`src/rtl/hdlc_rx_deframer_if.sv`:
```
// hdlc_rx_deframer_if -- serial line in, deframer status/data out.
//   master : line side (drives RxEN, Rx; observes deframer outputs)
//   slave  : deframer side (samples RxEN, Rx; drives all Rx_* outputs)
//   RxEN, Rx                    : enable and serial bit, LSB first
//   Rx_FlagDetect/AbortDetect   : one-cycle pattern pulses
//   Rx_ValidFrame               : frame open
//   Rx_NewByte, Rx_Data         : byte strobe and held data byte
//   Rx_EoF, Rx_FrameError       : closing-flag pulse and misalignment pulse
//   Rx_FrameSize                : data-byte count of the frame
interface hdlc_rx_deframer_if;
  localparam int unsigned DataWidth = 8;

  logic                 RxEN;
  logic                 Rx;
  logic                 Rx_FlagDetect;
  logic                 Rx_AbortDetect;
  logic                 Rx_ValidFrame;
  logic                 Rx_NewByte;
  logic [DataWidth-1:0] Rx_Data;
  logic                 Rx_EoF;
  logic                 Rx_FrameError;
  logic [DataWidth-1:0] Rx_FrameSize;

  modport master (
    output RxEN, Rx,
    input  Rx_FlagDetect, Rx_AbortDetect, Rx_ValidFrame, Rx_NewByte,
           Rx_Data, Rx_EoF, Rx_FrameError, Rx_FrameSize
  );

  modport slave (
    input  RxEN, Rx,
    output Rx_FlagDetect, Rx_AbortDetect, Rx_ValidFrame, Rx_NewByte,
           Rx_Data, Rx_EoF, Rx_FrameError, Rx_FrameSize
  );
endinterface

```
`src/rtl/hdlc_rx_deframer.sv`:
```
// hdlc_rx_deframer -- HDLC receive deframer: flag/abort detection, zero
// removal, byte assembly and frame state tracking.
//   Clk   : clock, rising edge
//   Rst   : asynchronous active-high reset
//   rxIf  : hdlc_rx_deframer_if.slave (RxEN/Rx in, Rx_* status/data out)
// Optional feature: define HDLC_RX_FRAMESIZE_EN to enable the Rx_FrameSize
// byte counter; otherwise Rx_FrameSize is tied to zero.
module hdlc_rx_deframer (
  input  logic              Clk,
  input  logic              Rst,
  hdlc_rx_deframer_if.slave rxIf
);
  localparam int unsigned DataWidth = 8;
  localparam int unsigned CntWidth  = 3;

  localparam logic [DataWidth-1:0] FlagPattern  = 8'h7E;
  localparam logic [DataWidth-1:0] AbortPattern = 8'hFE;
  localparam logic [DataWidth-1:0] IdlePattern  = 8'hFF;
  localparam logic [CntWidth-1:0]  GuardReload  = 3'd7;
  localparam logic [CntWidth-1:0]  OnesLimit    = 3'd5;
  localparam logic [CntWidth-1:0]  LastBit      = 3'd7;

  typedef enum logic [1:0] {HUNT, OPEN, DATA} rxState_t;

  rxState_t             state;
  logic [DataWidth-1:0] window;
  logic [DataWidth-1:0] shiftReg;
  logic [CntWidth-1:0]  guardCnt;
  logic [CntWidth-1:0]  onesCnt;
  logic [CntWidth-1:0]  bitCnt;

  logic                 flagDet;
  logic                 abortDet;
  logic                 validFrame;
  logic                 newByte;
  logic [DataWidth-1:0] dataReg;
  logic                 eofPulse;
  logic                 frameErr;

  logic                 flagMatch;
  logic                 abortMatch;
  logic                 idleMatch;
  logic                 inFrame;
  logic                 exitBit;
  logic                 takeBit;
  logic                 stuffedZero;
  logic                 dataBit;
  logic [DataWidth-1:0] nextByte;

  // Pattern matches on the window and classification of the bit leaving it
  assign flagMatch   = (window == FlagPattern);
  assign abortMatch  = (window == AbortPattern);
  assign idleMatch   = (window == IdlePattern);
  assign inFrame     = (state != HUNT);
  assign exitBit     = window[0];
  // The exit bit in a match cycle is the first pattern bit, so it is dropped
  // here and the guard drops the remaining seven.
  assign takeBit     = inFrame && (guardCnt == '0) && !flagMatch && !abortMatch && !idleMatch;
  assign stuffedZero = takeBit && (onesCnt == OnesLimit) && !exitBit;
  assign dataBit     = takeBit && !stuffedZero;
  assign nextByte    = {exitBit, shiftReg[DataWidth-1:1]};

  // Frame state, window, counters and registered outputs
  always_ff @(posedge Clk or posedge Rst) begin
    if (Rst) begin
      state      <= HUNT;
      window     <= IdlePattern;
      shiftReg   <= '0;
      guardCnt   <= '0;
      onesCnt    <= '0;
      bitCnt     <= '0;
      flagDet    <= 1'b0;
      abortDet   <= 1'b0;
      validFrame <= 1'b0;
      newByte    <= 1'b0;
      dataReg    <= '0;
      eofPulse   <= 1'b0;
      frameErr   <= 1'b0;
    end else if (!rxIf.RxEN) begin
      state      <= HUNT;
      window     <= IdlePattern;
      guardCnt   <= '0;
      onesCnt    <= '0;
      bitCnt     <= '0;
      flagDet    <= 1'b0;
      abortDet   <= 1'b0;
      validFrame <= 1'b0;
      newByte    <= 1'b0;
      eofPulse   <= 1'b0;
      frameErr   <= 1'b0;
    end else begin
      window     <= {rxIf.Rx, window[DataWidth-1:1]};
      flagDet    <= flagMatch;
      abortDet   <= abortMatch;
      // Follows the state one cycle late so it is still high with the abort pulse
      validFrame <= inFrame;
      newByte    <= 1'b0;
      eofPulse   <= 1'b0;
      frameErr   <= 1'b0;
      if (guardCnt != '0) begin
        guardCnt <= guardCnt - 3'd1;
      end

      if (flagMatch || abortMatch) begin
        guardCnt <= GuardReload;
        onesCnt  <= '0;
        bitCnt   <= '0;
      end

      if (flagMatch) begin
        if (state == DATA) begin
          eofPulse <= 1'b1;
          frameErr <= (bitCnt != '0);
        end
        state <= OPEN;
      end else if (abortMatch) begin
        state <= HUNT;
      end else if (idleMatch && inFrame) begin
        state   <= HUNT;
        onesCnt <= '0;
        bitCnt  <= '0;
      end else if (stuffedZero) begin
        onesCnt <= '0;
      end else if (dataBit) begin
        if (state == OPEN) begin
          state <= DATA;
        end
        if (exitBit) begin
          onesCnt <= (onesCnt == OnesLimit) ? onesCnt : onesCnt + 3'd1;
        end else begin
          onesCnt <= '0;
        end
        shiftReg <= nextByte;
        bitCnt   <= bitCnt + 3'd1;
        if (bitCnt == LastBit) begin
          dataReg <= nextByte;
          newByte <= 1'b1;
        end
      end
    end
  end

  assign rxIf.Rx_FlagDetect  = flagDet;
  assign rxIf.Rx_AbortDetect = abortDet;
  assign rxIf.Rx_ValidFrame  = validFrame;
  assign rxIf.Rx_NewByte     = newByte;
  assign rxIf.Rx_Data        = dataReg;
  assign rxIf.Rx_EoF         = eofPulse;
  assign rxIf.Rx_FrameError  = frameErr;

`ifdef HDLC_RX_FRAMESIZE_EN
  logic [DataWidth-1:0] frameSize;
  logic                 sizeClear;
  logic                 sizeIncr;

  // Cleared when a new frame starts (opening from HUNT or first data bit
  // after a closing flag); held from the closing flag onward.
  assign sizeClear = (flagMatch && (state == HUNT)) || (dataBit && (state == OPEN));
  assign sizeIncr  = dataBit && (bitCnt == LastBit);

  // Saturating data-byte counter
  always_ff @(posedge Clk or posedge Rst) begin
    if (Rst) begin
      frameSize <= '0;
    end else if (!rxIf.RxEN) begin
      frameSize <= '0;
    end else if (sizeClear) begin
      frameSize <= '0;
    end else if (sizeIncr && (frameSize != 8'hFF)) begin
      frameSize <= frameSize + 8'd1;
    end
  end

  assign rxIf.Rx_FrameSize = frameSize;
`else
  assign rxIf.Rx_FrameSize = '0;
`endif
endmodule

```
`src/flat_wrapper.sv`:
```
// flat-port wrapper written by rule: the top's interface ports become plain ports
module hdlc_rx_deframer_flat 
  (Clk, Rst, rxIf_RxEN, rxIf_Rx, rxIf_Rx_FlagDetect, rxIf_Rx_AbortDetect, rxIf_Rx_ValidFrame, rxIf_Rx_NewByte, rxIf_Rx_Data, rxIf_Rx_EoF, rxIf_Rx_FrameError, rxIf_Rx_FrameSize);
  hdlc_rx_deframer_if rxIf_i ();
  input  logic Clk;
  input  logic Rst;
  input wire logic [$bits(rxIf_i.RxEN)-1:0] rxIf_RxEN;
  input wire logic [$bits(rxIf_i.Rx)-1:0] rxIf_Rx;
  output wire logic [$bits(rxIf_i.Rx_FlagDetect)-1:0] rxIf_Rx_FlagDetect;
  output wire logic [$bits(rxIf_i.Rx_AbortDetect)-1:0] rxIf_Rx_AbortDetect;
  output wire logic [$bits(rxIf_i.Rx_ValidFrame)-1:0] rxIf_Rx_ValidFrame;
  output wire logic [$bits(rxIf_i.Rx_NewByte)-1:0] rxIf_Rx_NewByte;
  output wire logic [$bits(rxIf_i.Rx_Data)-1:0] rxIf_Rx_Data;
  output wire logic [$bits(rxIf_i.Rx_EoF)-1:0] rxIf_Rx_EoF;
  output wire logic [$bits(rxIf_i.Rx_FrameError)-1:0] rxIf_Rx_FrameError;
  output wire logic [$bits(rxIf_i.Rx_FrameSize)-1:0] rxIf_Rx_FrameSize;
  assign rxIf_i.RxEN = rxIf_RxEN;
  assign rxIf_i.Rx = rxIf_Rx;
  assign rxIf_Rx_FlagDetect = rxIf_i.Rx_FlagDetect;
  assign rxIf_Rx_AbortDetect = rxIf_i.Rx_AbortDetect;
  assign rxIf_Rx_ValidFrame = rxIf_i.Rx_ValidFrame;
  assign rxIf_Rx_NewByte = rxIf_i.Rx_NewByte;
  assign rxIf_Rx_Data = rxIf_i.Rx_Data;
  assign rxIf_Rx_EoF = rxIf_i.Rx_EoF;
  assign rxIf_Rx_FrameError = rxIf_i.Rx_FrameError;
  assign rxIf_Rx_FrameSize = rxIf_i.Rx_FrameSize;
  hdlc_rx_deframer u_core (.Clk(Clk), .Rst(Rst), .rxIf(rxIf_i));
endmodule
```
`config.mk`:
```
export PLATFORM = sky130hd
export DESIGN_NAME = hdlc_rx_deframer_flat
export DESIGN_NICKNAME = d
export VERILOG_FILES = /design/src/rtl/hdlc_rx_deframer_if.sv /design/src/rtl/hdlc_rx_deframer.sv /design/src/flat_wrapper.sv
export SDC_FILE = /design/constraint.sdc
export NUM_CORES = 1
export LEC_CHECK = 0
export ABC_AREA = 0
export CELL_PAD_IN_SITES_DETAIL_PLACEMENT = 1
export CELL_PAD_IN_SITES_GLOBAL_PLACEMENT = 2
export CORE_MARGIN = 2
export CORE_UTILIZATION = 32
export CTS_CLUSTER_SIZE = 25
export DETAILED_ROUTE_END_ITERATION = 7
export PLACE_DENSITY_LB_ADDON = 0.1
export SYNTH_ARGS = -nofsm -noshare
export SYNTH_HDL_FRONTEND = slang
export SYNTH_SLANG_ARGS = --single-unit
```
`constraint.sdc`:
```
create_clock -name Clk -period 1.95 [get_ports Clk]
set_input_delay 0.39 -clock Clk [delete_from_list [all_inputs] [get_ports Clk]]
set_output_delay 0.39 -clock Clk [all_outputs]
set_load 0.02 [all_outputs]
```
==> impl_metrics.env <==
export IMPL_grt_use_met1=0.142
export IMPL_fin_nets=196
export IMPL_postSynthCellCount=154
export IMPL_maxCapViolCount=0
export IMPL_synth_top_area_share=0.430
export IMPL_dr_total_vias=1189
export IMPL_min_period_ps=1850
export IMPL_p_seq_frac=0.477
export IMPL_ys_ff_latch=40
export IMPL_seq_area_frac_synth=0.542
export IMPL_cp_data_required_time_ps=2120
export IMPL_internal_power_mw=1.45
export IMPL_hp_class="reg -> reg"
export IMPL_fp_row_count=27
export IMPL_ant_nets=0
export IMPL_io_pins=26
export IMPL_async_flop_share=1.00
export IMPL_initial_core_util=0.334
export IMPL_first_pass_iters=4
export IMPL_hold_depth=1
export IMPL_yosysTopAreaCell="dfrtp_1"
export IMPL_postPlaceCellArea_um2=2130
export IMPL_final_area_um2=2300
export IMPL_dp_slack_ps=61.9
export IMPL_area_growth_pct=23.6
export IMPL_status="finished, final reports clean"
export IMPL_htree_num_levels=2
export IMPL_hold_viol=0
export IMPL_r2r_cells=6
export IMPL_critPathCaptureType="flop"
export IMPL_clkLatencyLatePin_ps=290
export IMPL_grt_overflow_total=0
export IMPL_totalWireLength_um=3670
export IMPL_ys_flop_type="dfrtp_1"
export IMPL_switching_share=0.284
export IMPL_antenna_cells=0
export IMPL_leakagePower_nw=1.06
export IMPL_layout_worst_path_cycle_share=0.950
export IMPL_place_gp_congestion=0.729
export IMPL_grt_usage=0.127
export IMPL_critPathLaunchType="flop"
export IMPL_max_freq_ghz=0.540
export IMPL_grt_pass1_wl_um=6030
export IMPL_ir_worst_vdd_mv=0.370
export IMPL_syn_avg_cell_area_um2=12.1
export IMPL_yosysWarnings=0
export IMPL_cp_max_fo=5
export IMPL_drt_iter0_drc=41
export IMPL_worstMarginPinSlew_ps=528
export IMPL_grt_start_max_net_pins=41
export IMPL_drive_gt1_frac=0.285
export IMPL_dieArea_um2=6450
export IMPL_synth_area_leaders="dfrtp_1 (43%), dfstp_2 (11%), mux2_2 (9.1%), ha_1 (4.7%), buf_4 (3.6%)"
export IMPL_wire_per_inst_um=14.2
export IMPL_finClkSkew_ps=6.61
export IMPL_busiest_layer="met2"
export IMPL_via_per_inst=4.61
export IMPL_drv_slew=0
export IMPL_arrival_ps=2030
export IMPL_die_y_um=80.3
export IMPL_switchingPower_uw=576
export IMPL_postCtsHoldBufs=0
export IMPL_finalSetupViolations=0
export IMPL_io_buffers=17
export IMPL_coreArea_um2=5570
export IMPL_grt_util_met3=0.0337
export IMPL_grt_antenna_before_repair=0
export IMPL_clk_path_buf_depth=2
export IMPL_die_w_um=80.3
export IMPL_cts_sinks=40
export IMPL_cts_tree="yes"
export IMPL_grt_pass1_vias=1260
export IMPL_power_frac_comb=0.233
export IMPL_clkTransAtPathRegs_ps=70
export IMPL_power_density_nw_per_um2=880
export IMPL_cts_buffers=5
export IMPL_root_buffer="clkbuf_8"
export IMPL_p_clk_frac=0.290
export IMPL_layout_setup_ws_ps=97.8
export IMPL_drcViolationCount=0
export IMPL_synth_edff_count=0
export IMPL_dp_hpwl_um=2670
export IMPL_use_met2=0.224
export IMPL_critPathKind="reg -> reg"
export IMPL_max_slew_margin_rel=0.645
export IMPL_synth_distinct_cells=42
export IMPL_synth_area_um2=1860
export IMPL_hold_ws_ps=497
worst paths after layout:
path                                           to  slack, ps              start
min in group asynchronous  u_core.rxIf.Rx_Data[0]        520                Rst
min reg2reg                      u_core.window[1]        500   u_core.window[2]
max                        u_core.rxIf.Rx_Data[6]        100  u_core.onesCnt[0]
max in group asynchronous        u_core.window[0]       1060                Rst
max reg2reg                u_core.rxIf.Rx_Data[6]        100  u_core.onesCnt[0]
min                              u_core.window[1]        500   u_core.window[2]
routing by layer:
layer  share of wire  vias to the layer above
li1                -                      573
met1            0.43                      591
met2            0.52                       20
met3           0.033                        5
met4           0.016                        0
met5               0                        -
synthesized netlist by cell type, types with 2 or more instances:
master,n
dfrtp_1,32
mux2_2,15
inv_1,11
nand2b_1,10
buf_4,9
dfstp_2,8
nor2_1,8
ha_1,7
nand2_1,6
a21oi_1,5
a21boi_0,3
mux2i_1,3
o21ai_0,3
and3_1,2
nand3b_1,2
o31ai_1,2
or3_1,2
xnor2_1,2
final cells by class:
cell class,count,area [um^2]
fill,628,3270
sequential,40,1010
multi-input combinational,99,805
timing repair buffer,28,256
clock buffer,8,100
tap,72,90.1
inverter,11,41.3
power groups by stage:
stage / clock, mW / combinational (mW) / sequential [mW]
after floorplan: 0 / 0.370 / 0.965
after global placement: 0 / 0.418 / 0.974
after detailed placement: 0 / 0.430 / 0.980
after CTS: 0.618 / 0.432 / 0.965
after global routing: 0.668 / 0.531 / 0.980
final: 0.589 / 0.473 / 0.967
what timing repair did:
item | 4_1_cts | 5_1_grt
setup endpoints to repair | 0 | 19
resized for setup | 0 | 10
setup buffers | 0 | 2
hold endpoints to repair | 0 | 0
stage by stage:
stage                util  instances  setup TNS (ps)  power [mW]
finish              0.413        258               0        2.03
global placement    0.382        247               0        1.39
floorplan               -        161               0        1.34
detailed placement  0.382        247               0        1.41
CTS                 0.400        255               0        2.01
global route        0.413        258           -41.0        2.18
cells by family (layout without fill, tap and decap cells):
group / Yosys count / in the layout / synth area share
AO/OA/AOI/OAI: 23 / 23 / 0.0946
XOR/XNOR: 2 / 2 / 0.00940
adder cells (fa/ha/maj): 7 / 7 / 0.0470
buffers and inverters: 23 / 47 / 0.0691
flip-flops: 40 / 40 / 0.542
multiplexers: 18 / 18 / 0.107
other: 1 / 8 / 0.00201
AND/OR/NAND/NOR: 40 / 41 / 0.129
flip-flops by register name (all words and copies together), names as in the netlist:
signal and count:
u_core.onesCnt 3, u_core.rxIf.Rx_FrameError 1, u_core.rxIf.Rx_NewByte 1, u_core.state 2
u_core.window 8, u_core.shiftReg 7, u_core.rxIf.Rx_ValidFrame 1, u_core.bitCnt 3
u_core.rxIf.Rx_EoF 1, u_core.guardCnt 3, u_core.rxIf.Rx_Data 8, u_core.rxIf.Rx_AbortDetect 1
u_core.rxIf.Rx_FlagDetect 1
critical path, cell delays in order (launching register included):
cell and delay, ps:
dfrtp_1 430, ha_4 190, nand3b_1 110, nor3b_4 200
a21boi_4 350, nand3_4 160, mux2_2 290
placed cells by master (no fill, tap or decap), types with 3 or more instances in the layout:
master / instances
ha_1: 5
o21ai_0: 3
a21oi_1: 5
dfstp_2: 8
dfrtp_1: 32
a21boi_0: 3
mux2i_1: 3
nand2_1: 6
buf_4: 10
clkbuf_8: 7
inv_1: 9
nor2_1: 8
clkdlybuf4s50_1: 17
conb_1: 8
nand2b_1: 10
mux2_2: 15
(Power assumes the default switching activity.)
==> variant (config.mk and constraints unchanged) <==
The 3 states of `rxState_t` get a one-hot encoding in 3 bits.
--- a/src/rtl/hdlc_rx_deframer.sv
+++ b/src/rtl/hdlc_rx_deframer.sv
@@ -21,5 +21,5 @@
   localparam logic [CntWidth-1:0]  LastBit      = 3'd7;
 
-  typedef enum logic [1:0] {HUNT, OPEN, DATA} rxState_t;
+  typedef enum logic [2:0] {HUNT = 3'b001, OPEN = 3'b010, DATA = 3'b100} rxState_t;
 
   rxState_t             state;
Formal check against the unedited RTL: no difference found for any inputs over 10 cycles, from zero or initial values and one cycle with Rst high; not proved beyond that.
==> variant against the original RTL <==
- non-clock buffer count rose by 4
- design area grew 0.87%
- routed wire length increased by 2.6%
- area after synthesis increased by 1.0%
- sequential cell count grew 1
- count of clock-buffer cells in the layout is 3 lower
- sequential share of layout area increased by 0.75 points
- setup slack got worse by 0.030 ns
- power is 12% lower
- critical path type unchanged
- critical endpoint is now u_core.shiftReg[6]
==> variant: results (changes against the original RTL) <==
* Die Wd at 80.7 um (was 80.3 um)
* Mapped Cells at 157 (was 154)
* Initial antenna violation count at 0 (unchanged)
* Arr. time, crit path at 2.07 ns (was 2.03 ns)
* Post_cts resized at 0 (unchanged)
* Layout cells sized above 1 at 29.4% (was 28.5%)
* Register-to-Register Path Depth at 8 (was 6)
* Seq power at 0.909 mW (was 0.967 mW)
* Maximum buffer depth of the clock tree at 2 (unchanged)
* FFs w/ async S/R, synth at 100% (unchanged)
* Fin cells at 266 (was 258)
* Min Tclk post-route at 1.88 ns (was 1.85 ns)
* Num CTS Buffers at 5 (unchanged)
* CTS root buf: clkbuf_8 (unchanged)
* Worst-path clk slew at approximately 0.080 ns
* Peak VDD IR at 0.323 mV (was 0.370 mV)
* # H-tree levels at 2 (unchanged)
* Overall routing resource usage at 12.8% (was 12.7%)
* Antenna diode count at 0 (unchanged)
* Synth area leaders: dfrtp_1, dfstp_2, mux2_4 (was dfrtp_1, dfstp_2, mux2_2)
* Yosys cell types at 39 (was 42)
* Crit-path leading delay family: buffers and inverters (was simple AND/OR/NAND/NOR gates)
* Synth Warn # at 0 (unchanged)
* R2R Path End: u_core.shiftReg[6] (was u_core.rxIf.Rx_Data[6])
* Max FO, Critical Path at 7 (was 5)
* Synth cell count leaders: dfrtp_1, nor2_1, inv_1 (was dfrtp_1, mux2_2, inv_1)
* Placed insts at 258 (was 247)
* Sw power at 0.490 mW (was 0.576 mW)
* Routed wire length at 3760 um (was 3670 um)
* Setup bufs post-CTS at 0 (unchanged)
* First-pass GRT wire length at 6260 um (was 6030 um)
* LEAKAGE at 1.12 nW (was 1.06 nW)
* DRT iter0 DRCs at 49 (was 41)
* Nets at 204 (was 196)
* Buffers on Ports at 17 (unchanged)
* Routability cong. at 0.803 (was 0.729)
* CP max-delay cell: dfrtp_1 (unchanged)
* Kind of critical path: reg2reg (unchanged)
* Area after DPL at 2230 um^2 (was 2130 um^2)
* Slew Limit Fails at 0 (unchanged)
* Drt pass-1 iters at 4 (unchanged)
* Post-synthesis sequential area ratio at 55.1% (was 54.2%)
* Slew @ Worst Pin at 0.525 ns (was 0.528 ns)
* Clock network fraction of total power at 31.3% (was 29.0%)
* Post-DP HPWL at 2820 um (was 2670 um)
* Power per cell area at 765 nW/um^2 (was 880 nW/um^2)
* R2r setup slk at 0.07 ns (was 0.1 ns)
* Outcome: finished, final reports clean (unchanged)
* Via-per-instance ratio at 4.61 (about the same)
* Vias in the first global route at 1272 (was 1260)
* HP Class: reg2reg (unchanged)
* Largest net degree at the start of global routing at 42 (was 41)
* Clock Latency Late Sink at 0.29 ns (about the same)
* Clk_skew at 0.00808 ns (was 0.00661 ns)
* R2r startpoint: u_core.onesCnt[1] (was u_core.onesCnt[0])
* Worst path max stage delay at 0.37 ns (was 0.43 ns)
variant: cell count changes in the layout (fill, tap and decap cells not counted), moves of 3 or more:
| cell | change |
|---|---|
| nand2b_1 | -3 |
| mux2_2 | -8 |
| nand2_1 | +3 |
| nor2_1 | +8 |
| mux2_4 | +8 |
| buf_4 | +4 |
variant: layer usage:
metal,global-route usage (%),up-vias,part of all wire (%)
met2,21.3,22,50
met4,4.07,0,1.3
li1,-,579,-
met1,16.1,618,45
met3,3.37,6,3.6
met5,0,-,0
variant: per-stage QoR:
stage	utilization [%]	hold slack, ns	setup slack (ns)
global placement	39.7	0.494	0.0463
detailed placement	39.7	0.501	-0.00430
finish	41.4	0.513	0.0678
CTS	41.3	0.518	0.00694
global route	41.4	0.530	0.00301
floorplan	-	0.437	-0.0423
variant: area by class of cell:
type | instances | area (um^2)
Inverter | 12 | 45.0
Fill cell | 646 | 3280
Sequential cell | 41 | 1040
Timing Repair Buffer | 32 | 287
Clock inverter | 3 | 21.3
Multi-Input combinational cell | 101 | 774
Tap cell | 72 | 90.1
Clock buffer | 5 | 68.8
variant: worst min-delay path by stage:
stage | slack, ns | start | end | cells after the start
floorplan | 0.44 | rxIf_RxEN | u_core.window[7] | 1
global placement | 0.49 | u_core.window[1] | u_core.window[0] | 1
detailed placement | 0.50 | u_core.window[6] | u_core.window[5] | 1
CTS | 0.52 | u_core.window[4] | u_core.window[3] | 1
global route | 0.53 | u_core.window[4] | u_core.window[3] | 1
finish | 0.51 | u_core.shiftReg[1] | u_core.rxIf.Rx_Data[0] | 1
variant: cells by family after synthesis:
logic type | share of synthesized area (%)
muxes | 12.7
AOI/OAI and AO/OA | 7.84
other | 0.199
DFF | 55.1
and+or+nand+nor | 13.0
buffers and inverters | 6.05
xor gates and xnor gates | 0.465
adders and majority gates | 4.65
